[src/rtl/stack_ctrl_pkg.sv]
// Shared types and defaults for the stack call controller and its depth tracker.
// Holds the FSM state encoding, request op codes and the default geometry.
package stack_ctrl_pkg;

  localparam int unsigned DATA_W_DEF  = 19;
  localparam int unsigned DEPTH_DEF   = 32;
  localparam int unsigned DEPTH_W_DEF = $clog2(DEPTH_DEF) + 1;

  typedef enum logic [2:0] {
    ST_INIT     = 3'd0,
    ST_IDLE     = 3'd1,
    ST_P_SETUP  = 3'd2,
    ST_P_STROBE = 3'd3,
    ST_Q_STROBE = 3'd4,
    ST_Q_CAPT   = 3'd5,
    ST_C_STROBE = 3'd6
  } state_e;

  typedef enum logic [1:0] {
    OP_ILL  = 2'b00,
    OP_CALL = 2'b01,
    OP_RET  = 2'b10,
    OP_CLR  = 2'b11
  } op_e;

  function automatic op_e decode_op(input logic [1:0] raw);
    return op_e'(raw);
  endfunction

endpackage

[src/rtl/stack_depth_tracker.sv]
// Depth counter mirroring the external stack pointer, with full/empty flags.
// STACK_OVF_TRAP_EN: when defined, push at full / pop at empty is blocked instead of wrapping.
module stack_depth_tracker
  import stack_ctrl_pkg::*;
#(
  parameter int unsigned DEPTH   = DEPTH_DEF,
  parameter int unsigned DEPTH_W = DEPTH_W_DEF
) (
  input  logic               clk_i,
  input  logic               rst_ni,
  input  logic               inc_i,
  input  logic               dec_i,
  input  logic               clr_i,
  output logic [DEPTH_W-1:0] depth_o,
  output logic               full_o,
  output logic               empty_o,
  output logic               push_blocked_o,
  output logic               pop_blocked_o
);

  localparam logic [DEPTH_W-1:0] FULL_C = DEPTH_W'(DEPTH);
  localparam logic [DEPTH_W-1:0] WRAP_C = DEPTH_W'(DEPTH - 1);
  localparam logic [DEPTH_W-1:0] ONE_C  = DEPTH_W'(1);

  logic [DEPTH_W-1:0] depth_q, depth_d;
  logic               full_q, empty_q;

  always_comb begin
    depth_d = depth_q;
    if (clr_i) begin
      depth_d = '0;
    end else if (inc_i) begin
      if (depth_q == FULL_C) begin
`ifdef STACK_OVF_TRAP_EN
        depth_d = depth_q;
`else
        depth_d = ONE_C;
`endif
      end else begin
        depth_d = depth_q + ONE_C;
      end
    end else if (dec_i) begin
      if (depth_q == '0) begin
`ifdef STACK_OVF_TRAP_EN
        depth_d = depth_q;
`else
        depth_d = WRAP_C;
`endif
      end else begin
        depth_d = depth_q - ONE_C;
      end
    end else begin
      depth_d = depth_q;
    end
  end

  // Flags are registered from the next depth so they line up with depth_o.
  always_ff @(posedge clk_i or negedge rst_ni) begin
    if (!rst_ni) begin
      depth_q <= '0;
      full_q  <= 1'b0;
      empty_q <= 1'b1;
    end else begin
      depth_q <= depth_d;
      full_q  <= (depth_d == FULL_C);
      empty_q <= (depth_d == '0);
    end
  end

  always_comb begin
`ifdef STACK_OVF_TRAP_EN
    push_blocked_o = full_q;
    pop_blocked_o  = empty_q;
`else
    push_blocked_o = 1'b0;
    pop_blocked_o  = 1'b0;
`endif
  end

  assign depth_o = depth_q;
  assign full_o  = full_q;
  assign empty_o = empty_q;

endmodule

[src/rtl/stack_call_ctrl.sv]
// Initiator for the edge-triggered LIFO stack: turns CALL/RET/CLR into registered strobes.
// STACK_OVF_TRAP_EN (see stack_depth_tracker) turns overflow/underflow into error responses.
module stack_call_ctrl
  import stack_ctrl_pkg::*;
#(
  parameter int unsigned DATA_W  = DATA_W_DEF,
  parameter int unsigned DEPTH   = DEPTH_DEF,
  parameter int unsigned DEPTH_W = DEPTH_W_DEF
) (
  input  logic               clk_i,
  input  logic               rst_ni,
  input  logic               req_valid_i,
  input  logic [1:0]         req_op_i,
  input  logic [DATA_W-1:0]  pc_in_i,
  output logic               req_ready_o,
  output logic               rsp_valid_o,
  output logic [DATA_W-1:0]  rsp_addr_o,
  output logic               rsp_err_o,
  output logic               stk_push_o,
  output logic               stk_pop_o,
  output logic               stk_clr_o,
  output logic [DATA_W-1:0]  stk_din_o,
  input  logic [DATA_W-1:0]  stk_dout_i,
  output logic [DEPTH_W-1:0] depth_o,
  output logic               full_o,
  output logic               empty_o
);

  state_e              state_q;
  logic                trap_q;
  logic                req_ready_q, rsp_valid_q, rsp_err_q;
  logic                stk_push_q, stk_pop_q, stk_clr_q;
  logic [DATA_W-1:0]   stk_din_q, rsp_addr_q;

  logic                accept_s;
  op_e                 op_s;
  logic                trk_inc_s, trk_dec_s, trk_clr_s;
  logic                push_blocked_s, pop_blocked_s;

  assign op_s     = decode_op(req_op_i);
  assign accept_s = (state_q == ST_IDLE) && req_ready_q && req_valid_i;

  // Depth moves on the same edge that raises the matching strobe.
  always_comb begin
    trk_inc_s = 1'b0;
    trk_dec_s = 1'b0;
    trk_clr_s = 1'b0;
    if (state_q == ST_INIT) begin
      trk_clr_s = 1'b1;
    end else if (state_q == ST_P_SETUP) begin
      trk_inc_s = !trap_q;
    end else if (accept_s) begin
      trk_dec_s = (op_s == OP_RET) && !pop_blocked_s;
      trk_clr_s = (op_s == OP_CLR);
    end else begin
      trk_inc_s = 1'b0;
    end
  end

  stack_depth_tracker #(
    .DEPTH   (DEPTH),
    .DEPTH_W (DEPTH_W)
  ) u_depth (
    .clk_i          (clk_i),
    .rst_ni         (rst_ni),
    .inc_i          (trk_inc_s),
    .dec_i          (trk_dec_s),
    .clr_i          (trk_clr_s),
    .depth_o        (depth_o),
    .full_o         (full_o),
    .empty_o        (empty_o),
    .push_blocked_o (push_blocked_s),
    .pop_blocked_o  (pop_blocked_s)
  );

  // Sequencer: every stk_* and rsp_* output is a flop written here.
  always_ff @(posedge clk_i or negedge rst_ni) begin
    if (!rst_ni) begin
      state_q     <= ST_INIT;
      trap_q      <= 1'b0;
      req_ready_q <= 1'b0;
      rsp_valid_q <= 1'b0;
      rsp_err_q   <= 1'b0;
      stk_push_q  <= 1'b0;
      stk_pop_q   <= 1'b0;
      stk_clr_q   <= 1'b0;
      stk_din_q   <= '0;
      rsp_addr_q  <= '0;
    end else begin
      stk_push_q  <= 1'b0;
      stk_pop_q   <= 1'b0;
      stk_clr_q   <= 1'b0;
      rsp_valid_q <= 1'b0;
      rsp_err_q   <= 1'b0;
      case (state_q)
        ST_INIT: begin
          // First cycle raises the clear strobe, second cycle hands over to IDLE.
          if (!stk_clr_q) begin
            stk_clr_q <= 1'b1;
          end else begin
            state_q     <= ST_IDLE;
            req_ready_q <= 1'b1;
          end
        end
        ST_IDLE: begin
          if (accept_s) begin
            case (op_s)
              OP_CALL: begin
                trap_q      <= push_blocked_s;
                if (!push_blocked_s) stk_din_q <= pc_in_i;
                state_q     <= ST_P_SETUP;
                req_ready_q <= 1'b0;
              end
              OP_RET: begin
                trap_q      <= pop_blocked_s;
                stk_pop_q   <= !pop_blocked_s;
                state_q     <= ST_Q_STROBE;
                req_ready_q <= 1'b0;
              end
              OP_CLR: begin
                stk_clr_q   <= 1'b1;
                state_q     <= ST_C_STROBE;
                req_ready_q <= 1'b0;
              end
              OP_ILL: begin
                rsp_valid_q <= 1'b1;
                rsp_err_q   <= 1'b1;
              end
              default: begin
                rsp_valid_q <= 1'b1;
                rsp_err_q   <= 1'b1;
              end
            endcase
          end
        end
        ST_P_SETUP: begin
          stk_push_q <= !trap_q;
          state_q    <= ST_P_STROBE;
        end
        ST_P_STROBE: begin
          state_q     <= ST_IDLE;
          req_ready_q <= 1'b1;
          rsp_valid_q <= 1'b1;
          rsp_err_q   <= trap_q;
        end
        ST_Q_STROBE: begin
          state_q <= ST_Q_CAPT;
        end
        ST_Q_CAPT: begin
          rsp_addr_q  <= stk_dout_i;
          state_q     <= ST_IDLE;
          req_ready_q <= 1'b1;
          rsp_valid_q <= 1'b1;
          rsp_err_q   <= trap_q;
        end
        ST_C_STROBE: begin
          state_q     <= ST_IDLE;
          req_ready_q <= 1'b1;
          rsp_valid_q <= 1'b1;
        end
        default: begin
          state_q     <= ST_INIT;
          req_ready_q <= 1'b0;
        end
      endcase
    end
  end

  assign req_ready_o = req_ready_q;
  assign rsp_valid_o = rsp_valid_q;
  assign rsp_err_o   = rsp_err_q;
  assign rsp_addr_o  = rsp_addr_q;
  assign stk_push_o  = stk_push_q;
  assign stk_pop_o   = stk_pop_q;
  assign stk_clr_o   = stk_clr_q;
  assign stk_din_o   = stk_din_q;

endmodule

[config.mk]
export PLATFORM = sky130hd
export DESIGN_NAME = stack_call_ctrl
export DESIGN_NICKNAME = d
export VERILOG_FILES = /design/src/rtl/stack_ctrl_pkg.sv /design/src/rtl/stack_depth_tracker.sv /design/src/rtl/stack_call_ctrl.sv
export SDC_FILE = /design/constraint.sdc
export NUM_CORES = 1
export LEC_CHECK = 0
export ABC_CLOCK_PERIOD_IN_PS = 1900
export CAP_MARGIN = 20
export CORE_UTILIZATION = 41
export CTS_BUF_LIST = sky130_fd_sc_hd__clkbuf_4 sky130_fd_sc_hd__clkbuf_8
export DETAILED_ROUTE_END_ITERATION = 16
export PLACE_DENSITY = 0.76
export SYNTH_ARGS = -nofsm -noshare
export SYNTH_HDL_FRONTEND = slang
export SYNTH_SLANG_ARGS = --single-unit
[constraint.sdc]
create_clock -name clk_i -period 1.9 [get_ports clk_i]
set_input_delay 0.19 -clock clk_i [delete_from_list [all_inputs] [get_ports clk_i]]
set_output_delay 0.19 -clock clk_i [all_outputs]
set_load 0.03 [all_outputs]
# After elaboration in Yosys (flattened, before gate mapping)

Index checks and enable logic that the tools add are counted.

Bits in registers: 55
Output and inout port bits: 52
Bits of input ports: 43
Word-level logic and storage cells: 74

Add/sub/neg operators: 2
Eq/ne operators: 15
Mux-type cells: 32
Reductions and logical operators: 12
Bitwise operators: 1

Operators with widths:

| cell                                                                     | number |
|---|---|
| 6-bit two-way mux                                                        | 5 |
| 1-bit two-way mux                                                        | 20 |
| 3-bit case mux with 5 select lines                                       | 1 |
| 6-bit equality test (second input constant)                              | 2 |
| 6-bit logical NOT                                                        | 2 |
| 3-bit equality test (second input constant)                              | 3 |
| 3-bit case mux with 3 select lines                                       | 1 |
| 6-bit by 1-bit adder with 6-bit output (second input constant)           | 1 |
| 3-bit by 2-bit equality test with 1-bit output (second input constant)   | 2 |
| 3-bit two-way mux                                                        | 2 |
| 2-bit inequality test (second input constant)                            | 3 |
| 3-bit AND reduction                                                      | 2 |
| 3-bit OR reduction                                                       | 2 |
| 6-bit by 1-bit subtractor with 6-bit output (second input constant)      | 1 |
| 2-bit equality test (second input constant)                              | 2 |
| 4-bit by 1-bit inequality test with 1-bit output (second input constant) | 1 |
| 1-bit case mux with 2 select lines                                       | 2 |
| 1-bit case mux with 4 select lines                                       | 1 |
| 4-bit AND reduction                                                      | 1 |
| 3-bit by 1-bit equality test with 1-bit output (second input constant)   | 1 |
| 3-bit logical NOT                                                        | 1 |
| 2-bit by 1-bit equality test with 1-bit output (second input constant)   | 1 |
| 1-bit logical AND                                                        | 2 |
| 2-bit logical NOT                                                        | 1 |
| 2 further kinds                                                          | 2 |

# Depth between registers and ports, before layout

Gate-level depths: netlist of run 1.

Depth in word-level cells: 10
Gate-level depth with buffers: 7
Depth with buffers taken out: 7

# Hierarchy

Synthesis of run 1 repeated with hierarchy kept, for this count alone.

Cells, all modules: 212
Area, all modules: 2787.7 µm²

By module, submodules not included:

| module              | instances | seq. area each (µm²) | cells each | area an instance (µm²) |
|---|---|---|---|---|
| stack_call_ctrl     | 1         | 1201.2               | 143        | 2065.7 |
| stack_depth_tracker | 1         | 201.4                | 69         | 721.9 |

# Least setup slack after synthesis of run 1

No wires, ideal clock.

Kind: register to register
From: reg u_depth.depth_q[0] (netlist: u_depth.depth_o[0])
To: reg u_depth.empty_q (netlist: u_depth.empty_o)
Buffers on the path: 0
Path slack: -0.310 ns
Stages on the path, launching flop included: 8
Period minus slack after synthesis: 2.210 ns
Arrival time: 2.120 ns
Data required time: 1.809 ns
Library setup time: 0.091 ns
Cells stage by stage: dfrtp_1 inv_1 ha_1 nor4b_1 a2111o_1 a32oi_2 o211ai_2 o31ai_1

Word-level cells in the longest chain between the ends: 6
Elaborated cells between the ends (all ways): 10
Classes of those cells: add/sub (2); eq/ne (1); mux (5); reduce/logical (2)

Ends and longest elaborated chain:

| what                                                                                    | line                                                 | text |
|---|---|---|
| from (decl)                                                                             | stack_depth_tracker.sv:25                            | `logic [DEPTH_W-1:0] depth_q, depth_d;` |
| from (signal assigned)                                                                  | stack_depth_tracker.sv:64                            | `depth_q <= depth_d;` |
| 6-bit by 1-bit subtractor with 6-bit output / 6-bit logical NOT (equally long branches) | stack_depth_tracker.sv:50, stack_depth_tracker.sv:43 |  |
| 6-bit two-way mux                                                                       | stack_depth_tracker.sv:43                            | `if (depth_q == '0) begin` |
| 6-bit two-way mux                                                                       | stack_depth_tracker.sv:42                            | `end else if (dec_i) begin` |
| 6-bit two-way mux (*)                                                                   | stack_depth_tracker.sv:32                            | `end else if (inc_i) begin` |
| 6-bit two-way mux (*)                                                                   | stack_depth_tracker.sv:30                            | `if (clr_i) begin` |
| 6-bit logical NOT (*)                                                                   | stack_depth_tracker.sv:66                            | `empty_q <= (depth_d == '0);` |
| to (signal assigned)                                                                    | stack_depth_tracker.sv:66                            |  |
| to (decl)                                                                               | stack_depth_tracker.sv:26                            | `logic full_q, empty_q;` |

Mark *: on every way between the ends. The rest lies on a longest branch, timed or not.
A chain may end at the register's enable or synchronous reset.

# Worst setup path after layout of run 1

From: reg state_q[2]
To: reg u_depth.full_q (netlist: u_depth.full_o)

Word-level cells in the longest chain between the ends: 10
Elaborated cells between the ends (all ways): 17
Classes of those cells: eq/ne (3); mux (11); reduce/logical (3)

Ends and longest elaborated chain:

| what                                           | line                      | text |
|---|---|---|
| from (decl)                                    | stack_call_ctrl.sv:29     | `state_e state_q;` |
| from (signal assigned)                         | stack_call_ctrl.sv:79     | `state_q <= ST_INIT;` |
| from (signal assigned)                         | stack_call_ctrl.sv:101    | `state_q <= ST_IDLE;` |
| from (signal assigned)                         | stack_call_ctrl.sv:111    | `state_q <= ST_P_SETUP;` |
| 3-bit by 1-bit equality test with 1-bit output | stack_call_ctrl.sv:41     | `assign accept_s = (state_q == ST_IDLE) && req_ready_q && req_valid_i;` |
| 1-bit logical AND (2 in series)                | stack_call_ctrl.sv:41     |  |
| 1-bit two-way mux                              | stack_call_ctrl.sv:52     | `end else if (accept_s) begin` |
| 1-bit two-way mux                              | stack_call_ctrl.sv:50     | `end else if (state_q == ST_P_SETUP) begin` |
| 1-bit two-way mux                              | stack_call_ctrl.sv:48     | `if (state_q == ST_INIT) begin` |
| 6-bit two-way mux                              | stack_depth_tracker.sv:42 |  |
| 6-bit two-way mux                              | stack_depth_tracker.sv:32 |  |
| 6-bit two-way mux (*)                          | stack_depth_tracker.sv:30 |  |
| 6-bit equality test (*)                        | stack_depth_tracker.sv:65 | `full_q <= (depth_d == FULL_C);` |
| to (signal assigned)                           | stack_depth_tracker.sv:65 |  |
| to (decl)                                      | stack_depth_tracker.sv:26 |  |

Marks and branches as above.

==> results of run 1 <==
-- placed cells by master (no fill, tap or decap), types with 3 or more instances in the layout --
cell type / netlist / routed
a21oi_1: 7 / 7
and3_1: 4 / 3
buf_4: 1 / 38
clkbuf_8: 0 / 5
clkdlybuf4s50_1: 0 / 93
dfrtp_1: 54 / 49
dfrtp_2: 0 / 5
inv_1: 6 / 4
inv_2: 2 / 3
mux2_1: 10 / 9
mux2_2: 30 / 29
nand2_1: 9 / 8
nand3_1: 6 / 6
nand3b_1: 3 / 3
nor2_1: 9 / 9
o21ai_0: 6 / 6
-- synth_stat cells, types with 2 or more instances --
| cell | instances |
|---|---|
| dfrtp_1 | 54 |
| mux2_2 | 30 |
| mux2_1 | 10 |
| buf_2 | 9 |
| nand2_1 | 9 |
| nor2_1 | 9 |
| a21oi_1 | 7 |
| inv_1 | 6 |
| nand3_1 | 6 |
| o21ai_0 | 6 |
| and3_1 | 4 |
| a31oi_1 | 3 |
| ha_1 | 3 |
| nand3b_1 | 3 |
| nor4b_1 | 3 |
| or2_2 | 3 |
| and2_1 | 2 |
| inv_2 | 2 |
| mux2i_1 | 2 |
| nand4_1 | 2 |
| o221ai_1 | 2 |
| o22ai_1 | 2 |
| or3b_1 | 2 |
| xor2_1 | 2 |
-- worst max-delay path by stage --
stage	startpoint	end	cells after the start
finish	state_q[2]	u_depth.full_o	6
global placement	req_op_i[1]	u_depth.empty_o	6
CTS	state_q[1]	u_depth.empty_o	5
floorplan	state_q[2]	u_depth.empty_o	5
global route	u_depth.depth_o[0]	u_depth.empty_o	7
detailed placement	req_op_i[0]	u_depth.full_o	8
-- cell families after synthesis --
group                    after synthesis
AND/OR/NAND/NOR                       51
AO/OA/AOI/OAI                         35
multiplexers                          42
XOR/XNOR                               3
adder cells (fa/ha/maj)                3
buffers and inverters                 20
flip-flops                            55
-- report_power, final --
group	total (µW)	leakage [µW]	switching [µW]	internal (µW)
sequential	2070	0.000669	366	1710
combinational	4060	0.00104	2100	1960
clock	659	0.0000488	379	280
total	6790	0.00176	2840	3950
-- state kept, by name (all words and copies together) (netlist names), 3 cells and up --
name / count
state_q: 3
rsp_addr_o: 19
stk_din_o: 19
u_depth.depth_o: 6
-- final cells by class --
type | instances | area [µm²] | share of cell area [%]
well taps | 75 | 93.8 | 2.28
multi-input cells | 134 | 1200 | 29.2
clock buffers | 6 | 76.3 | 1.85
repair buffers | 137 | 1310 | 31.8
inverters | 8 | 32.5 | 0.791
clock inverters | 2 | 17.5 | 0.426
flip-flops and latches | 55 | 1380 | 33.6
-- metrics by stage --
| step | instances | worst slack, ns | utilization [%] | hold slack, ns | power [µW] |
|---|---|---|---|---|---|
| after global routing | 417 | -0.215 | 68.7 | 0.459 | 7210 |
| after global placement | 400 | -0.251 | 64.3 | 0.223 | 5810 |
| after detailed placement | 400 | -0.348 | 64.3 | 0.224 | 5910 |
| after floorplan | 209 | -0.00169 | - | -0.106 | 4270 |
| after CTS | 413 | -0.128 | 66.9 | 0.419 | 6650 |
| final | 417 | -0.123 | 68.7 | 0.421 | 6790 |
-- what timing repair did --
| item | CTS | global route |
|---|---|---|
| endpoints found under the setup margin | 21 | 19 |
| hold endpoints to repair | 20 | 0 |
| cloned | 0 | 1 |
| buffers inserted | 4 | 3 |
| hold buffers | 1 | 0 |
| resized for setup | 6 | 13 |
| pin swaps | 5 | 9 |
-- layer usage --
| metal | track usage, % | vias to the layer above |
|---|---|---|
| met5 | 0 | - |
| met4 | 8.04 | 0 |
| met3 | 4.72 | 11 |
| met2 | 34.3 | 73 |
| met1 | 26.5 | 1075 |
| li1 | - | 1022 |
==> summary.txt, run 1 <==
Status - complete, but fails checks
Failing checks - setup timing
Synth Cell Area - 2570 µm²
Worst slew pin tran - 0.575 ns
Main combinational cell family by area after synthesis - multiplexers
RSZ-0062 raised after global routing - true
Top post-synthesis cells by area - dfrtp_1, mux2_2, mux2_1
Yosys cell types - 52
Top sig layer - met4
Root buffer cell - clkbuf_8
First-pass GRT wire length - 10200 µm
Antenna fix cells - 0
Share of cells above drive strength 1 - 33.0%
GRT Util Overall - 20.8%
Crit Reg-Reg Startpoint - state_q[2]
FILL cells - 437
Vias - 2181
P_leak - 0.00176 µW
Crit-path slowest cell - or4b_4
Worst-skew pair later-pin latency - 0.30 ns
Worst R2R End - u_depth.full_o
Initial Util - 42.9%
Layout area overhead - 60.1%
Worst Path Required - 2.10 ns
Pwr Density - 1650 nW/µm²
TNS Setup - -0.245 ns
Cts bufs inserted - 5
IO Pins - 95
Critical path type - flop to flop
Core Box Area - 5990 µm²
Post-route cell area - 4120 µm²
Worst r2r path cells - 6
Post-Synth XOR/XNOR Area - 1.02%
CP endpoint kind - flop
H-tree depth - 2
Placed cell area - 3850 µm²
Mux cell area share after synthesis - 18.3%
Register area share after synthesis - 53.6%
Chip width - 81.2 µm
Worst hold-check path type - input pin to async pin
Routed wire length - 6700 µm
Largest net degree at the start of global routing - 26
Post-synth net total - 255
VDD IR max - 933 µV
Top FF cell, synth - dfrtp_1
Total number of yosys warnings - 0
Post-route ant nets - 0
Adder-cell area share of the yosys netlist - 1.46%
CP Data Arrival Time - 2.22 ns
Setup ws final - -0.123 ns
Final Max Tran Viols - 0
Synth top area share - 52.6%
Buffers added on ports - 94
Vias per cell - 5.23
Final Hold Violating Endpoints - 0
Leading area contributor after synthesis - dfrtp_1
Top fanout value on the critical path - 4
DRC - 0
Gp weighted congestion - 0.904
TritonRoute pass-1 iters - 4
Grt total ovfl - 0
CTS max path bufs - 2
Post-Route Skew - 0.00502 ns
Met2 WL - 3330 µm
Tcrit/Tclk final - 106%
Routed WL per cell - 16.1 µm
Synth Area in Compound Gates - 9.98%
TritonCTS clock tree - built
Post-synth EDFFs - 0
CP Launch Type - flop
Die outline height - 81.2 µm
Std cell rows - 28
WP buf/inv - 1
Vias in the first global route - 2144
Synth Area in Simple Gates - 12.1%
Max Freq - 494 MHz
Clock Pin Slew Worst Setup and Hold Paths - 0.10 ns
Synthesized instance count - 209
#FFs+latches synth - 55
DP HPWL - 4900 µm
Antenna violations before repair - 0
Clk sink count - 55
Met1 Wirelength - 2840 µm
Die Area - 6590 µm²
Top Family by Delay on Critical Path - simple AND/OR/NAND/NOR gates
Initial DRC Count - 110
Relative slew slack - 61.6%
Average size of a mapped cell - 12.3 µm²
Fin crit period - 2.02 ns
Reg2Reg Setup Slack - -0.12 ns
Nets - 387
Cell chain of the critical path - or4b_4, buf_4, o311ai_0, o2bb2ai_1, or3b_4, nor4_2
Met3 WL - 397 µm
# setup viols final - 3
Maxcap violations - 0
Critical Path Max Stage Delay - 0.54 ns
Synth async-reset ratio - 100%
Note: power is estimated with default switching activity, not from simulation.
==> inputs of run 2 (changes only) <==
--- a/config.mk
+++ b/config.mk
@@ -5,12 +5,11 @@
 export SDC_FILE = /design/constraint.sdc
 export NUM_CORES = 1
 export LEC_CHECK = 0
-export ABC_CLOCK_PERIOD_IN_PS = 1900
-export CAP_MARGIN = 20
-export CORE_UTILIZATION = 41
+export ABC_CLOCK_PERIOD_IN_PS = 2000
+export CORE_UTILIZATION = 46
 export CTS_BUF_LIST = sky130_fd_sc_hd__clkbuf_4 sky130_fd_sc_hd__clkbuf_8
 export DETAILED_ROUTE_END_ITERATION = 16
-export PLACE_DENSITY = 0.76
+export PLACE_DENSITY = 0.81
 export SYNTH_ARGS = -nofsm -noshare
 export SYNTH_HDL_FRONTEND = slang
 export SYNTH_SLANG_ARGS = --single-unit
==> constraint.sdc (replaced) <==
create_clock -name clk_i -period 2 [get_ports clk_i]
set_input_delay 0.2 -clock clk_i [delete_from_list [all_inputs] [get_ports clk_i]]
set_output_delay 0.2 -clock clk_i [all_outputs]
set_load 0.03 [all_outputs]
==> summary.txt, run 2 (same netlist as run 1, synthesis figures left out) <==
Status - complete, but fails checks
Failing checks - setup timing
Fin crit period - 2.09 ns
Worst-skew pair later-pin latency - 0.30 ns
Relative slew slack - 70.4%
Gate power share - 59.6%
Placed cells - 384
Crit-path slowest cell - dfrtp_2
Cts bufs inserted - 5
Critical Path Max Stage Delay - 0.46 ns
Buffers added on ports - 94
Most frequent cells in the layout - clkdlybuf4s50_1, dfrtp_1, mux2_2
Final Max Tran Viols - 0
WP buf/inv - 1
# setup viols final - 2
Worst hold-check path type - input pin to async pin
Routed WL per cell - 15.8 µm
GRT Util Overall - 21.2%
Post-Route Skew - 0.00625 ns
CP Data Arrival Time - 2.29 ns
Die Area - 5890 µm²
Initial DRC Count - 130
Clock power share - 9.7%
Vias - 2144
Routed wire length - 6280 µm
Top fanout value on the critical path - 7
Chip width - 76.7 µm
Gp weighted congestion - 0.940
Core Util, Final - 75.3%
Clk sink count - 55
Setup ws final - -0.0918 ns
Layout area overhead - 53.5%
Max Freq - 478 MHz
DP HPWL - 4620 µm
Most common cell after layout, fill and taps aside - clkdlybuf4s50_1
First-pass GRT wire length - 9740 µm
Core Box Area - 5240 µm²
Maxcap violations - 0
DRC - 0
Vias in the first global route - 1982
Critical path type - flop to flop
FF/Latch Area - 1380 µm²
VDD IR max - 1010 µV
Sequential power share - 30.7%
Share of cells above drive strength 1 - 28.0%
Sw Ratio - 42.1%
Worst Path Required - 2.20 ns
H-tree depth - 2
Non-Filler Instances - 398
Post-route cell area - 3950 µm²
RSZ-0062 raised after global routing - true
Cell chain of the critical path - buf_6, nor4b_4, a31oi_1, o2bb2ai_1, or3b_4, nor4_4
Internal - 3650 µW
Worst slew pin tran - 0.439 ns
P_leak - 0.00166 µW
Placed cell area - 3740 µm²
CP endpoint kind - flop
TritonCTS clock tree - built
Antenna fix cells - 0
CTS max path bufs - 2
Die outline height - 76.7 µm
TritonRoute pass-1 iters - 4
Post-route ant nets - 0
Area of the multi-input gates - 1160 µm²
Top Family by Delay on Critical Path - simple AND/OR/NAND/NOR gates
Initial Util - 49.1%
IO Pins - 95
Clock Pin Slew Worst Setup and Hold Paths - 0.10 ns
Nets - 373
Root buffer cell - clkbuf_8
Switching power - 2660 µW
Tcrit/Tclk final - 105%
FILL cells - 379
Largest net degree at the start of global routing - 45
Antenna violations before repair - 0
Vias per cell - 5.39
Grt total ovfl - 0
Final Hold Violating Endpoints - 0
Std cell rows - 26
CP Launch Type - flop
Pwr Density - 1600 nW/µm²
run 2: through the flow:
step | power, µW | setup WS (ns) | hold slack, ns | TNS [ns]
finish | 6300 | -0.0918 | 0.306 | -0.163
global route | 6630 | -0.202 | 0.322 | -0.354
CTS | 6200 | 0.000991 | 0.304 | 0
detailed placement | 5520 | -0.248 | 0.111 | -0.603
global placement | 5440 | -0.197 | 0.104 | -0.421
floorplan | 4010 | 0.0106 | -0.0956 | 0
run 2: final timing paths:
kind / from / to / slack [ns] / cells after the start
setup / recovery: state_q[2] / u_depth.full_o / -0.09 / 6
hold / removal: rst_ni / rsp_addr_o[1] / 0.31 / 2
setup reg to reg: state_q[2] / u_depth.full_o / -0.09 / 6
hold reg to reg: stk_din_o[18] / stk_din_o[18] / 0.50 / 1
max in group asynchronous: rst_ni / u_depth.empty_o / 1.10 / 3
min in group clk_i: pc_in_i[17] / stk_din_o[17] / 0.49 / 2
run 2: cell type report:
cell class | instances | share of cell area, %
flip-flops and latches | 55 | 35.0
clock buffers | 6 | 1.93
multi-input cells | 134 | 29.5
inverters | 8 | 0.761
repair buffers | 123 | 30.1
clock inverters | 2 | 0.412
well taps | 70 | 2.22
run 2: worst register-to-register path: cells and delay by family, from the launching register on:
family | cells | cell delay [ns]
buf+inv | 1 | 0.15
flops | 1 | 0.46
compound gates | 2 | 0.34
simple gates | 3 | 1.05
run 2: what timing repair did:
action / CTS / global route
setup endpoints to repair: 2 / 7
buffers inserted: 1 / 4
hold buffers: 1 / 0
resized for setup: 5 / 8
pin swaps: 6 / 6
endpoints found under the hold margin: 11 / 0
run 2: power by group through the flow:
stage,sequential [µW],combinational (µW),clock (µW)
2_1_floorplan,2850,1160,0
3_3_place_gp,1910,3530,0
3_5_place_dp,1950,3570,0
4_1_cts,1920,3640,639
5_1_grt,2010,3940,684
6_report,1930,3750,615
run 2: routing by layer:
layer	vias up	global-route usage (%)	wire, µm
li1	1002	-	-
met1	1033	25.8	2500
met2	93	36.9	3270
met3	16	4.76	355
met5	-	0	0
met4	0	7.50	153
==> inputs of run 3 (changes only) <==
--- a/config.mk
+++ b/config.mk
@@ -5,11 +5,11 @@
 export SDC_FILE = /design/constraint.sdc
 export NUM_CORES = 1
 export LEC_CHECK = 0
-export ABC_CLOCK_PERIOD_IN_PS = 2000
-export CORE_UTILIZATION = 46
+export ABC_CLOCK_PERIOD_IN_PS = 1800
+export CORE_UTILIZATION = 41
 export CTS_BUF_LIST = sky130_fd_sc_hd__clkbuf_4 sky130_fd_sc_hd__clkbuf_8
 export DETAILED_ROUTE_END_ITERATION = 16
-export PLACE_DENSITY = 0.81
+export PLACE_DENSITY = 0.76
 export SYNTH_ARGS = -nofsm -noshare
 export SYNTH_HDL_FRONTEND = slang
 export SYNTH_SLANG_ARGS = --single-unit
==> constraint.sdc (replaced) <==
create_clock -name clk_i -period 1.8 [get_ports clk_i]
set_input_delay 0.18 -clock clk_i [delete_from_list [all_inputs] [get_ports clk_i]]
set_output_delay 0.18 -clock clk_i [all_outputs]
set_load 0.03 [all_outputs]
==> summary.txt, run 3 (same netlist as run 1, synthesis figures left out) <==
Die Area - 6590 µm²
Largest net degree at the start of global routing - 30
Worst r2r path cells - 6
DP HPWL - 4720 µm
Final Hold Violating Endpoints - 0
IO Pins - 95
Fin crit period - 2.06 ns
Antenna violations before repair - 0
RSZ-0062 raised after global routing - true
Core Box Area - 5990 µm²
Final Max Tran Viols - 0
Buffers added on ports - 94
Chip width - 81.2 µm
Std cell rows - 28
Worst hold-check path type - input pin to async pin
CP Data Arrival Time - 2.27 ns
Top fanout value on the critical path - 5
GRT Util Overall - 20.7%
FILL cells - 417
CTS max path bufs - 2
Top Family by Delay on Critical Path - simple AND/OR/NAND/NOR gates
Gate power share - 61.3%
Crit path depth - 6
Pwr Density - 1740 nW/µm²
Setup ws final - -0.262 ns
Worst slew pin tran - 0.686 ns
Sequential power share - 29.3%
CP endpoint kind - flop
Critical Path Max Stage Delay - 0.45 ns
Most common cell after layout, fill and taps aside - clkdlybuf4s50_1
Relative slew slack - 54.3%
TritonCTS clock tree - built
Crit Reg-Reg Startpoint - state_q[1]
Clock power share - 9.4%
DRC - 0
Share of cells above drive strength 1 - 37.1%
Tcrit/Tclk final - 115%
Post-Route Skew - 0.00570 ns
WP buf/inv - 1
Antenna fix cells - 0
Clk sink count - 55
# setup viols final - 23
Setup WS pre-CTS - -0.423 ns
Nets - 390
Area of the multi-input gates - 1250 µm²
Internal - 4340 µW
Reg2Reg Setup Slack - -0.26 ns
TritonRoute pass-1 iters - 6
VDD IR max - 944 µV
Grt total ovfl - 0
Vias per cell - 5.27
Hold Slack - 0.454 ns
Maxcap violations - 0
Switching power - 3040 µW
FF/Latch Area - 1390 µm²
Non-Filler Instances - 420
Routed wire length - 6620 µm
First-pass GRT wire length - 10300 µm
Max Freq - 485 MHz
Vias - 2213
Cell chain of the critical path - buf_12, nor4b_4, nand4_1, mux2i_1, mux2_4, nor4_2
Post-route ant nets - 0
Most frequent cells in the layout - clkdlybuf4s50_1, dfrtp_1, buf_4
Root buffer cell - clkbuf_8
Sw Ratio - 41.2%
Worst Path Required - 2.01 ns
Routed WL per cell - 15.8 µm
H-tree depth - 2
Clock Pin Slew Worst Setup and Hold Paths - 0.10 ns
Layout area overhead - 65.5%
Placed cells - 402
Die outline height - 81.2 µm
Crit-path slowest cell - dfrtp_2
CP Launch Type - flop
Status - complete, but fails checks
Worst-skew pair later-pin latency - 0.30 ns
Failing checks - setup timing
Vias in the first global route - 2150
Initial Util - 42.9%
Critical path type - flop to flop
P_leak - 0.00187 µW
Cts bufs inserted - 5
Initial DRC Count - 51
Worst R2R End - u_depth.full_o
Gp weighted congestion - 0.873
run 3: repair_timing:
action | CTS | global route
buffers inserted | 3 | 4
cloned | 2 | 1
hold endpoints to repair | 26 | 0
pin swaps | 3 | 7
gates resized for setup | 23 | 11
hold buffers | 1 | 0
setup endpoints to repair | 24 | 28
run 3: layout make-up:
class	count	share of cell area, %
clock buffers	6	1.79
repair buffers	140	32.9
clock inverters	2	0.412
inverters	8	0.765
flip-flops and latches	55	32.6
multi-input cells	134	29.4
well taps	75	2.21
run 3: power groups by stage:
| stage | combinational (µW) | sequential, µW | clock, µW |
|---|---|---|---|
| after floorplan | 1370 | 3180 | 0 |
| after global placement | 4100 | 2150 | 0 |
| after detailed placement | 4160 | 2180 | 0 |
| after CTS | 4390 | 2160 | 723 |
| after global routing | 4770 | 2240 | 764 |
| final | 4520 | 2160 | 695 |
run 3: per-stage QoR:
step	setup TNS (ns)	power, µW	instance area (µm²)	utilization, %
floorplan	-0.665	4550	2630	-
global placement	-7.12	6250	3890	65.0
detailed placement	-6.79	6340	3890	65.0
CTS	-2.74	7280	4150	69.3
global route	-4.18	7780	4250	71.0
finish	-3.44	7380	4250	71.0
run 3: how the worst max path moves through the flow:
stage,from,endpoint
after global placement,req_op_i[0],u_depth.empty_o
after detailed placement,req_op_i[0],u_depth.full_o
final,state_q[1],u_depth.full_o
after global routing,state_q[1],u_depth.full_o
after floorplan,state_q[2],u_depth.empty_o
after CTS,state_q[1],u_depth.empty_o
run 3: per-layer routing:
metal,track usage (%),routed length [µm],vias up
li1,-,-,1031
met1,26.9,2860,1086
met2,33.2,3180,84
met3,4.72,430,12
met4,8.93,146,0
met5,0,0,-
